File: src/rtl/sa_job_sched.sv
// sa_job_sched: round-robin job scheduler for the XxN * NxY systolic multiply array.
// Streams operand reads, collects results, and signals done or timeout per job.
`default_nettype none

module sa_job_sched #(
  parameter int X          = 3,
  parameter int N          = 3,
  parameter int Y          = 3,
  parameter int REQ        = 2,
  parameter int ADDR_WIDTH = 8,
  parameter int TIMEOUT    = 255
) (
  input  logic                      clk,
  input  logic                      sys_rst_n,
  input  logic [REQ-1:0]            req,
  input  logic [REQ*ADDR_WIDTH-1:0] a_base,
  input  logic [REQ*ADDR_WIDTH-1:0] b_base,
  input  logic [REQ*ADDR_WIDTH-1:0] c_base,
  input  logic                      cal_done,
  input  logic                      res_val,
  output logic [REQ-1:0]            grant,
  output logic [REQ-1:0]            done,
  output logic                      err,
  output logic                      Xin_val,
  output logic                      Yin_val,
  output logic                      a_rd_en,
  output logic [ADDR_WIDTH-1:0]     a_rd_addr,
  output logic                      b_rd_en,
  output logic [ADDR_WIDTH-1:0]     b_rd_addr,
  output logic                      c_wr_en,
  output logic [ADDR_WIDTH-1:0]     c_wr_addr
);

  localparam int XN   = X * N;
  localparam int NY   = N * Y;
  localparam int XY   = X * Y;
  localparam int M1   = (XN > NY) ? XN : NY;
  localparam int M2   = (M1 > XY) ? M1 : XY;
  localparam int MAXV = (M2 > TIMEOUT) ? M2 : TIMEOUT;
  localparam int CW   = $clog2(MAXV + 1);
  localparam int PW   = $clog2(REQ);

  localparam logic [CW-1:0] XN_C = CW'(XN);
  localparam logic [CW-1:0] NY_C = CW'(NY);
  localparam logic [CW-1:0] XY_C = CW'(XY);
  localparam logic [CW-1:0] TO_C = CW'(TIMEOUT);

  typedef enum logic [1:0] {IDLE, LOAD, RUN, FIN} state_t;

  state_t                state, state_nx;
  logic [PW-1:0]         ptr, ptr_nx, pick, idx;
  logic                  found, accept, seen;
  logic [ADDR_WIDTH-1:0] a_lat, b_lat, c_lat, a_lat_nx, b_lat_nx, c_lat_nx;
  logic [CW-1:0]         ka, kb, kc, wd, ka_nx, kb_nx, kc_nx, wd_nx;
  logic                  cal_seen, cal_seen_nx;
  logic [REQ-1:0]        grant_nx, done_nx;
  logic                  err_nx, xin_nx, yin_nx, c_wr_en_nx;
  logic [ADDR_WIDTH-1:0] a_rd_addr_nx, b_rd_addr_nx, c_wr_addr_nx;

  always_ff @(posedge clk or negedge sys_rst_n) begin
    if (!sys_rst_n) begin
      state     <= IDLE;
      ptr       <= PW'(REQ - 1);
      a_lat     <= '0;
      b_lat     <= '0;
      c_lat     <= '0;
      ka        <= '0;
      kb        <= '0;
      kc        <= '0;
      wd        <= '0;
      cal_seen  <= 1'b0;
      grant     <= '0;
      done      <= '0;
      err       <= 1'b0;
      Xin_val   <= 1'b0;
      Yin_val   <= 1'b0;
      a_rd_en   <= 1'b0;
      b_rd_en   <= 1'b0;
      c_wr_en   <= 1'b0;
      a_rd_addr <= '0;
      b_rd_addr <= '0;
      c_wr_addr <= '0;
    end else begin
      state     <= state_nx;
      ptr       <= ptr_nx;
      a_lat     <= a_lat_nx;
      b_lat     <= b_lat_nx;
      c_lat     <= c_lat_nx;
      ka        <= ka_nx;
      kb        <= kb_nx;
      kc        <= kc_nx;
      wd        <= wd_nx;
      cal_seen  <= cal_seen_nx;
      grant     <= grant_nx;
      done      <= done_nx;
      err       <= err_nx;
      Xin_val   <= xin_nx;
      Yin_val   <= yin_nx;
      a_rd_en   <= xin_nx;
      b_rd_en   <= yin_nx;
      c_wr_en   <= c_wr_en_nx;
      a_rd_addr <= a_rd_addr_nx;
      b_rd_addr <= b_rd_addr_nx;
      c_wr_addr <= c_wr_addr_nx;
    end
  end

  always_comb begin
    state_nx     = state;
    ptr_nx       = ptr;
    a_lat_nx     = a_lat;
    b_lat_nx     = b_lat;
    c_lat_nx     = c_lat;
    ka_nx        = ka;
    kb_nx        = kb;
    kc_nx        = kc;
    wd_nx        = wd;
    cal_seen_nx  = cal_seen;
    grant_nx     = grant;
    done_nx      = '0;
    err_nx       = 1'b0;
    xin_nx       = 1'b0;
    yin_nx       = 1'b0;
    c_wr_en_nx   = 1'b0;
    a_rd_addr_nx = a_rd_addr;
    b_rd_addr_nx = b_rd_addr;
    c_wr_addr_nx = c_wr_addr;
    found        = 1'b0;
    pick         = '0;
    idx          = '0;

    // Round-robin search starting just after the last winner
    for (int i = 1; i <= REQ; i++) begin
      idx = PW'((int'(ptr) + i) % REQ);
      if (!found && req[idx]) begin
        found = 1'b1;
        pick  = idx;
      end
    end

    accept = res_val && (kc < XY_C) && ((state == LOAD) || (state == RUN));
    seen   = cal_seen | cal_done;
    if (accept) begin
      c_wr_en_nx   = 1'b1;
      c_wr_addr_nx = c_lat + ADDR_WIDTH'(kc);
      kc_nx        = kc + 1'b1;
    end

    case (state)
      IDLE: begin
        if (found) begin
          state_nx     = LOAD;
          ptr_nx       = pick;
          grant_nx     = REQ'(1) << pick;
          a_lat_nx     = a_base[int'(pick)*ADDR_WIDTH +: ADDR_WIDTH];
          b_lat_nx     = b_base[int'(pick)*ADDR_WIDTH +: ADDR_WIDTH];
          c_lat_nx     = c_base[int'(pick)*ADDR_WIDTH +: ADDR_WIDTH];
          a_rd_addr_nx = a_base[int'(pick)*ADDR_WIDTH +: ADDR_WIDTH];
          b_rd_addr_nx = b_base[int'(pick)*ADDR_WIDTH +: ADDR_WIDTH];
          xin_nx       = 1'b1;
          yin_nx       = 1'b1;
          ka_nx        = CW'(1);
          kb_nx        = CW'(1);
          kc_nx        = '0;
          wd_nx        = '0;
          cal_seen_nx  = 1'b0;
        end
      end
      LOAD: begin
        cal_seen_nx = seen;
        // ka/kb count reads already issued; the first one went out at grant
        if (ka < XN_C) begin
          xin_nx       = 1'b1;
          a_rd_addr_nx = a_lat + ADDR_WIDTH'(ka);
          ka_nx        = ka + 1'b1;
        end
        if (kb < NY_C) begin
          yin_nx       = 1'b1;
          b_rd_addr_nx = b_lat + ADDR_WIDTH'(kb);
          kb_nx        = kb + 1'b1;
        end
        if ((ka >= XN_C) && (kb >= NY_C)) state_nx = RUN;
      end
      RUN: begin
        cal_seen_nx = seen;
        if (seen && (kc_nx == XY_C)) begin
          state_nx = FIN;
          done_nx  = grant;
        end else begin
          wd_nx = wd + 1'b1;
          if ((wd + 1'b1) == TO_C) begin
            err_nx   = 1'b1;
            grant_nx = '0;
            state_nx = IDLE;
          end
        end
      end
      FIN: begin
        grant_nx = '0;
        state_nx = IDLE;
      end
      default: state_nx = IDLE;
    endcase
  end

endmodule

`default_nettype wire

File: config.mk
export PLATFORM = sky130hd
export DESIGN_NAME = sa_job_sched
export DESIGN_NICKNAME = d
export VERILOG_FILES = /design/src/rtl/sa_job_sched.sv
export SDC_FILE = /design/constraint.sdc
export NUM_CORES = 1
export LEC_CHECK = 0
export CORE_MARGIN = 1.5
export CORE_UTILIZATION = 25
export DETAILED_ROUTE_END_ITERATION = 8
export PLACE_DENSITY = 0.52
export SYNTH_ARGS = -nofsm -noshare
export SYNTH_HDL_FRONTEND = slang
export SYNTH_SLANG_ARGS = --single-unit
export TNS_END_PERCENT = 30
File: constraint.sdc
create_clock -name clk -period 3.1 [get_ports clk]
set_clock_uncertainty 0.1 [all_clocks]
set_input_delay 0.93 -clock clk [delete_from_list [all_inputs] [get_ports clk]]
set_output_delay 0.93 -clock clk [all_outputs]
set_load 0.02 [all_outputs]
Yosys cells after proc, flatten, opt, wreduce, memory -nomap -nowiden
Cells that the tools add are included.
{"block": "totals", "reg_bits": 92, "output_inout_bits": 34}
{"block": "classes", "addsub": 9, "magnitude_cmp": 7, "n_eq_ne": 12, "shift": 4, "n_mux": 46, "bitwise_logic": 1, "n_reduce_logical": 20}
{"cell": "$mux W8", "n": 12}
{"cell": "$pmux W8 S2", "n": 5}
{"cell": "$shiftx A16 B5 Y8", "n": 3}
{"cell": "$add A8 B1 Y8 const B", "n": 4}
{"cell": "$add A8 B8 Y8", "n": 3}
{"cell": "$lt A8 B4 Y1 const B", "n": 3}
{"cell": "$ge A8 B4 Y1 const B", "n": 2}
{"cell": "$mux W1", "n": 16}
{"cell": "$mux W2", "n": 8}
{"cell": "$reduce_and A3 Y1", "n": 4}
{"cell": "$eq A8 B4 Y1 const B", "n": 1}
{"cell": "$eq A8 B8 Y1 const B", "n": 1}
{"cell": "$ne A2 B1 Y1 const B", "n": 4}
{"cell": "$pmux W2 S4", "n": 1}
{"cell": "$pmux W1 S2", "n": 3}
{"cell": "$pmux W2 S3", "n": 1}
{"cell": "$reduce_bool A2 Y1", "n": 3}
{"cell": "$logic_and A1 B1 Y1", "n": 5}
{"cell": "$eq A2 B2 Y1 const B", "n": 2}
{"cell": "$lt A1 B2 Y1 const B", "n": 2}
{"cell": "$ne A2 B2 Y1 const B", "n": 2}
{"cell": "$reduce_and A2 Y1", "n": 2}
{"cell": "$reduce_and A4 Y1", "n": 1}
{"cell": "$ne A3 B1 Y1 const B", "n": 1}
{"cell": "9 further kinds", "n": 10}

Logic depth before layout (Yosys ltp)
{"block": "depth", "depth_word": 10, "depth_mapped": 11}

Worst setup path after synthesis
No wires, ideal clock.
{"block": "synth_path", "path_type": "input to register", "startpoint": "input res_val", "endpoint": "register wd[7]", "arrival_ns": 2.370, "t_required_ns": 2.875, "path_slack_ns": 0.505, "path_stages": 8, "path_buffers": 0, "path_cell_list": "and2_1 > o211ai_2 > inv_2 > o2111ai_1 > a211oi_4 > nor4b_1 > mux2i_1 > o21ai_1"}
{"block": "synth_between", "elab_chain_cells": 7}
{"item": "start: declaration", "line": "20", "text": "input logic res_val,"}
{"item": "$logic_and A1 B1 Y1 (2 in series)", "line": "141", "text": "accept = res_val && (kc < XY_C) && ((state == LOAD) || (state == RUN));"}
{"item": "via accept", "line": "52", "text": "logic found, accept, seen;"}
{"item": "$mux W8", "line": "143", "text": "if (accept) begin"}
{"item": "$eq A8 B4 Y1", "line": "186", "text": "if (seen && (kc_nx == XY_C)) begin"}
{"item": "$logic_and A1 B1 Y1", "line": "186"}
{"item": "$ne A2 B2 Y1 (no line)"}
{"item": "$reduce_and A3 Y1 (no line)"}
{"item": "end signal: assignment", "line": "92", "text": "wd <= wd_nx;"}
{"item": "end: declaration", "line": "54", "text": "logic [CW-1:0] ka, kb, kc, wd, ka_nx, kb_nx, kc_nx, wd_nx;"}
The timed path passes the listed nets, and every way through them passes these cells.
A chain may end at the register's enable or synchronous reset.

Worst setup path in the final report
{"block": "layout_path", "startpoint": "input res_val", "endpoint": "register state[1]"}
{"block": "layout_between", "elab_chain_cells": 7}
{"item": "$logic_and A1 B1 Y1 * (2 in series)", "line": "141"}
{"item": "via accept", "line": "52"}
{"item": "$mux W8 *", "line": "143"}
{"item": "$eq A8 B4 Y1 *", "line": "186"}
{"item": "$logic_and A1 B1 Y1 *", "line": "186"}
{"item": "$mux W2 or $ne A3 B1 Y1 (tied branches)"}
{"item": "$pmux W2 S4 or $reduce_and A3 Y1 (tied branches)"}
{"item": "end signal: assignment", "line": "84", "text": "state <= state_nx;"}
{"item": "end: declaration", "line": "50", "text": "state_t state, state_nx;"}
Mark *: on every way through the listed nets, which the timed path passes. The rest lies on a longest branch.

==> out/qor.csv <==
stage,metric,value,unit
synthesis,number of cells produced by synthesis,554,
sta,Slew headroom,57.3,%
worst_setup_path,kind of launch point of the worst setup path,input pin,
run_status,outcome,finished clean,
power,Leakage Power,0.00305,µW
synthesis,mapped cell area,0.00525,mm²
worst_hold_path,cell count of the worst hold path,2,
synthesis,sequential cell area fraction in the yosys report,43.9,%
route,remaining routing DRC violations,0,
power,peak supply drop,0.362,mV
grt,number of antenna violations at the first check in global routing,0,
flow_run,Max Cap Violations,0,
synthesis,cell types with the highest counts after synthesis,"91 x sky130_fd_sc_hd__dfrtp_1, 69 x sky130_fd_sc_hd__nand2_1, 54 x sky130_fd_sc_hd__nor2_1",
floorplan,die outline height,148,µm
power,total power per unit cell area,930,mW/mm²
route,overall via count from detail_route,4188,
route,antenna-violating nets left,0,
synthesis,fraction of post-synthesis cell area in the top cell type by area,43.4,%
sta,worst hold slack,0.374,ns
sta,Max Clk Rate,0.362,GHz
sta,RSZ-0062 raised after global routing,no,
grt,global routing usage on met1,15.7,%
grt,number of global-route vias before repair,4261,
clock_network,deepest level of the CTS H-tree,3,
grt,most used routing layer,met2,
route,post-detailed-route wirelength per cell,13.9,µm
worst_setup_path,capture point of the worst reg-to-reg path,grant[1],
clock_network,post-cts gate resize count,0,
synthesis,cell taking the most area after synthesis,sky130_fd_sc_hd__dfrtp_1,
placement,area after detailed placement,0.00653,mm²
synthesis,Seq cells post-synth,92,
clock_network,Clock Tree Root,sky130_fd_sc_hd__clkbuf_16,
synthesis,library cell with the highest instance count after synthesis,sky130_fd_sc_hd__dfrtp_1,
worst_setup_path,worst endpoint data arrival time,2.94,ns
clock_network,Num CTS Buffers,9,
route,total length of routed wires,12800,µm
clock_network,count of clock tree sinks,92,
final_layout,total of fill cells in the finished design,2099,
synthesis,fraction of synthesis flops using an asynchronous set or reset pin,100,%
clock_network,Skew-Pair Late Insertion Delay,0.34,ns
synthesis,yosys synthesis warning count,0,
synthesis,Avg Synthesized Cell Area,9.47,µm²
route,1st-iter DRT viols,155,
floorplan,area of the core region,0.0204,mm²
worst_setup_path,"setup slack, reg-to-reg",0.52,ns
placement,# port buffers,87,
sta,Final Setup Violations,0,
synthesis,number of distinct standard cells referenced by the synthesized netlist,59,
grt,largest net degree at the start of global routing,68,
clock_network,number of post-CTS setup repair buffers,0,
final_layout,post-route cell area,0.00685,mm²
grt,wire length of the first global-routing pass,21300,µm
placement,dpl ws,-0.00822,ns
final_layout,area overhead of the layout relative to synthesis,30.5,%
placement,last weighted congestion value of the routability-driven placer,0.809,
sta,post-layout min period,2.76,ns
floorplan,I/O pin count,88,
floorplan,effective utilization at floorplan,25.7,%
floorplan,overall die area,0.0219,mm²
final_layout,number of nets in the layout,739,
sta,count of endpoints failing hold in the final timing report,0,
sta,Final period util,89.1,%
worst_hold_path,path class of the lowest-slack min-delay path,flop to flop,
synthesis,"EDFF count, synth",0,
final_layout,share of final-layout standard cells stronger than drive strength 1,7.83,%
sta,post-route worst setup slack,0.337,ns
worst_setup_path,element type at the critical path end,flop,
synthesis,Synth area leaders,"sky130_fd_sc_hd__dfrtp_1 43%, sky130_fd_sc_hd__ha_1 8.6%, sky130_fd_sc_hd__mux2i_1 5.9%",
grt,global-route track usage on met3,3.86,%
worst_setup_path,beginning of the worst register-to-register path,wd[0],
grt,Overall Global Routing Usage,12.2,%
worst_setup_path,kind of critical path,input pin to flop,
worst_hold_path,worst hold endpoint,c_wr_addr[5],
grt,met2 usage,20.3,%
clock_network,TritonCTS clock tree,built,
clock_network,clk buf depth,2,
synthesis,"Top FF cell, synth",sky130_fd_sc_hd__dfrtp_1,
placement,total half-perimeter wirelength after legalization and detailed placement,9560,µm
sta,TNS Setup,0,ns
worst_setup_path,maximum fanout along the worst path,4,
sta,count of final max-slew check failures,0,
worst_setup_path,critical path data required time,3.28,ns
floorplan,chip width,148,µm
worst_hold_path,critical hold path startpoint,c_wr_addr[5],
synthesis,number of nets in the synthesized netlist,647,
final_layout,Antenna diodes,0,
route,vias per cell,4.55,
clock_network,clock transition time at the flip-flop clock pins of the worst setup and hold paths,0.06,ns
floorplan,Std-Cell Rows,52,
route,1st-pass router iterations,5,
clock_network,Post-CTS Hold Fix Bufs,0,
worst_setup_path,Reg2Reg Depth,8,
grt,global route overflow,0,
worst_setup_path,Worst Setup SP,res_val,
sta,worst slew pin tran,0.637,ns
final_layout,final core utilization,33.5,%
-- metrics by stage --
| stage | total power (µW) | std cells |
|---|---|---|
| final | 6370 | 921 |
| after global routing | 6950 | 921 |
| after CTS | 6480 | 921 |
| after detailed placement | 5250 | 905 |
| after global placement | 5180 | 905 |
| after floorplan | 4090 | 554 |
-- state kept, by name (all words and copies together), names as in the netlist --
register / flops
a_lat: 8
a_rd_addr: 8
a_rd_en: 1
b_lat: 8
b_rd_addr: 8
b_rd_en: 1
c_lat: 8
c_wr_addr: 8
c_wr_en: 1
cal_seen: 1
done: 2
err: 1
grant: 2
ka: 8
kb: 8
kc: 8
ptr: 1
state: 2
wd: 8
-- power by group --
| group | internal, µW | leakage [µW] | switching, µW |
|---|---|---|---|
| clock network | 712 | 0.000158 | 470 |
| logic | 1410 | 0.00172 | 1790 |
| registers | 1650 | 0.00117 | 342 |
-- critical path, cell delays in order --
cell	delay [ns]
sky130_fd_sc_hd__clkdlybuf4s50_1	0.51
sky130_fd_sc_hd__and2_1	0.19
sky130_fd_sc_hd__o211ai_2	0.12
sky130_fd_sc_hd__inv_2	0.11
sky130_fd_sc_hd__o2111ai_1	0.16
sky130_fd_sc_hd__a211oi_4	0.34
sky130_fd_sc_hd__buf_4	0.18
sky130_fd_sc_hd__nor2_1	0.04
sky130_fd_sc_hd__a21boi_1	0.19
sky130_fd_sc_hd__a31o_1	0.17
-- cells in the final DEF, fill, tap and decap left out, types with 2 or more instances in the layout --
master / n
sky130_fd_sc_hd__dfrtp_1: 91
sky130_fd_sc_hd__clkdlybuf4s50_1: 86
sky130_fd_sc_hd__nand2_1: 69
sky130_fd_sc_hd__nor2_1: 54
sky130_fd_sc_hd__o21ai_0: 48
sky130_fd_sc_hd__a21oi_1: 36
sky130_fd_sc_hd__ha_1: 36
sky130_fd_sc_hd__mux2i_1: 31
sky130_fd_sc_hd__inv_1: 21
sky130_fd_sc_hd__buf_4: 16
sky130_fd_sc_hd__nor3_1: 15
sky130_fd_sc_hd__xor2_1: 14
sky130_fd_sc_hd__xnor2_1: 13
sky130_fd_sc_hd__o21ai_1: 11
sky130_fd_sc_hd__clkbuf_16: 9
sky130_fd_sc_hd__a21o_1: 7
sky130_fd_sc_hd__nor2b_1: 6
sky130_fd_sc_hd__and2_1: 6
sky130_fd_sc_hd__nand2b_1: 5
sky130_fd_sc_hd__a31oi_1: 5
sky130_fd_sc_hd__and3_1: 5
sky130_fd_sc_hd__nand3_1: 5
sky130_fd_sc_hd__o21a_1: 4
sky130_fd_sc_hd__o2111ai_1: 4
sky130_fd_sc_hd__o21bai_1: 4
sky130_fd_sc_hd__mux2_2: 4
sky130_fd_sc_hd__clkbuf_8: 4
sky130_fd_sc_hd__fa_1: 3
sky130_fd_sc_hd__inv_2: 2
sky130_fd_sc_hd__a2111oi_0: 2
sky130_fd_sc_hd__a41oi_1: 2
sky130_fd_sc_hd__buf_12: 2
-- worst max path at each step --
stage | end | slack [ns] | depth (start not counted)
after floorplan | wd[7] | 0.50 | 8
after global routing | state[1] | 0.20 | 10
after CTS | state[1] | 0.34 | 10
after detailed placement | state[1] | -0.008 | 10
after global placement | state[1] | 0.03 | 10
final | state[1] | 0.34 | 10
-- kinds of logic (layout without fill, tap and decap cells) --
kind of cell / count (synthesis) / count (layout) / share of synthesized area [%]
compound gates: 137 / 137 / 15.7
xor+xnor: 27 / 27 / 4.51
fa+ha+maj: 39 / 39 / 9.73
buf+inv: 46 / 143 / 3.62
flops: 92 / 92 / 43.9
mux: 35 / 35 / 6.77
simple gates: 178 / 178 / 15.7
-- routing by layer --
metal  part of all wire (%)  vias to the layer above
li1                       -                     2106
met1                     47                     1970
met2                     46                      102
met3                    6.2                       10
met4                   0.76                        0
met5                      0                        -
-- area by class of cell --
cell class	instances	area, µm²	area share (%)
Clock buffer	13	280	4.09
Clock inverter	3	42.5	0.621
Inverter	23	86.3	1.26
Multi-Input combinational cell	416	2780	40.5
Sequential cell	92	2300	33.6
Tap cell	270	338	4.93
Timing Repair Buffer	104	1020	14.9
No activity file was read; power rests on OpenSTA's default activity.
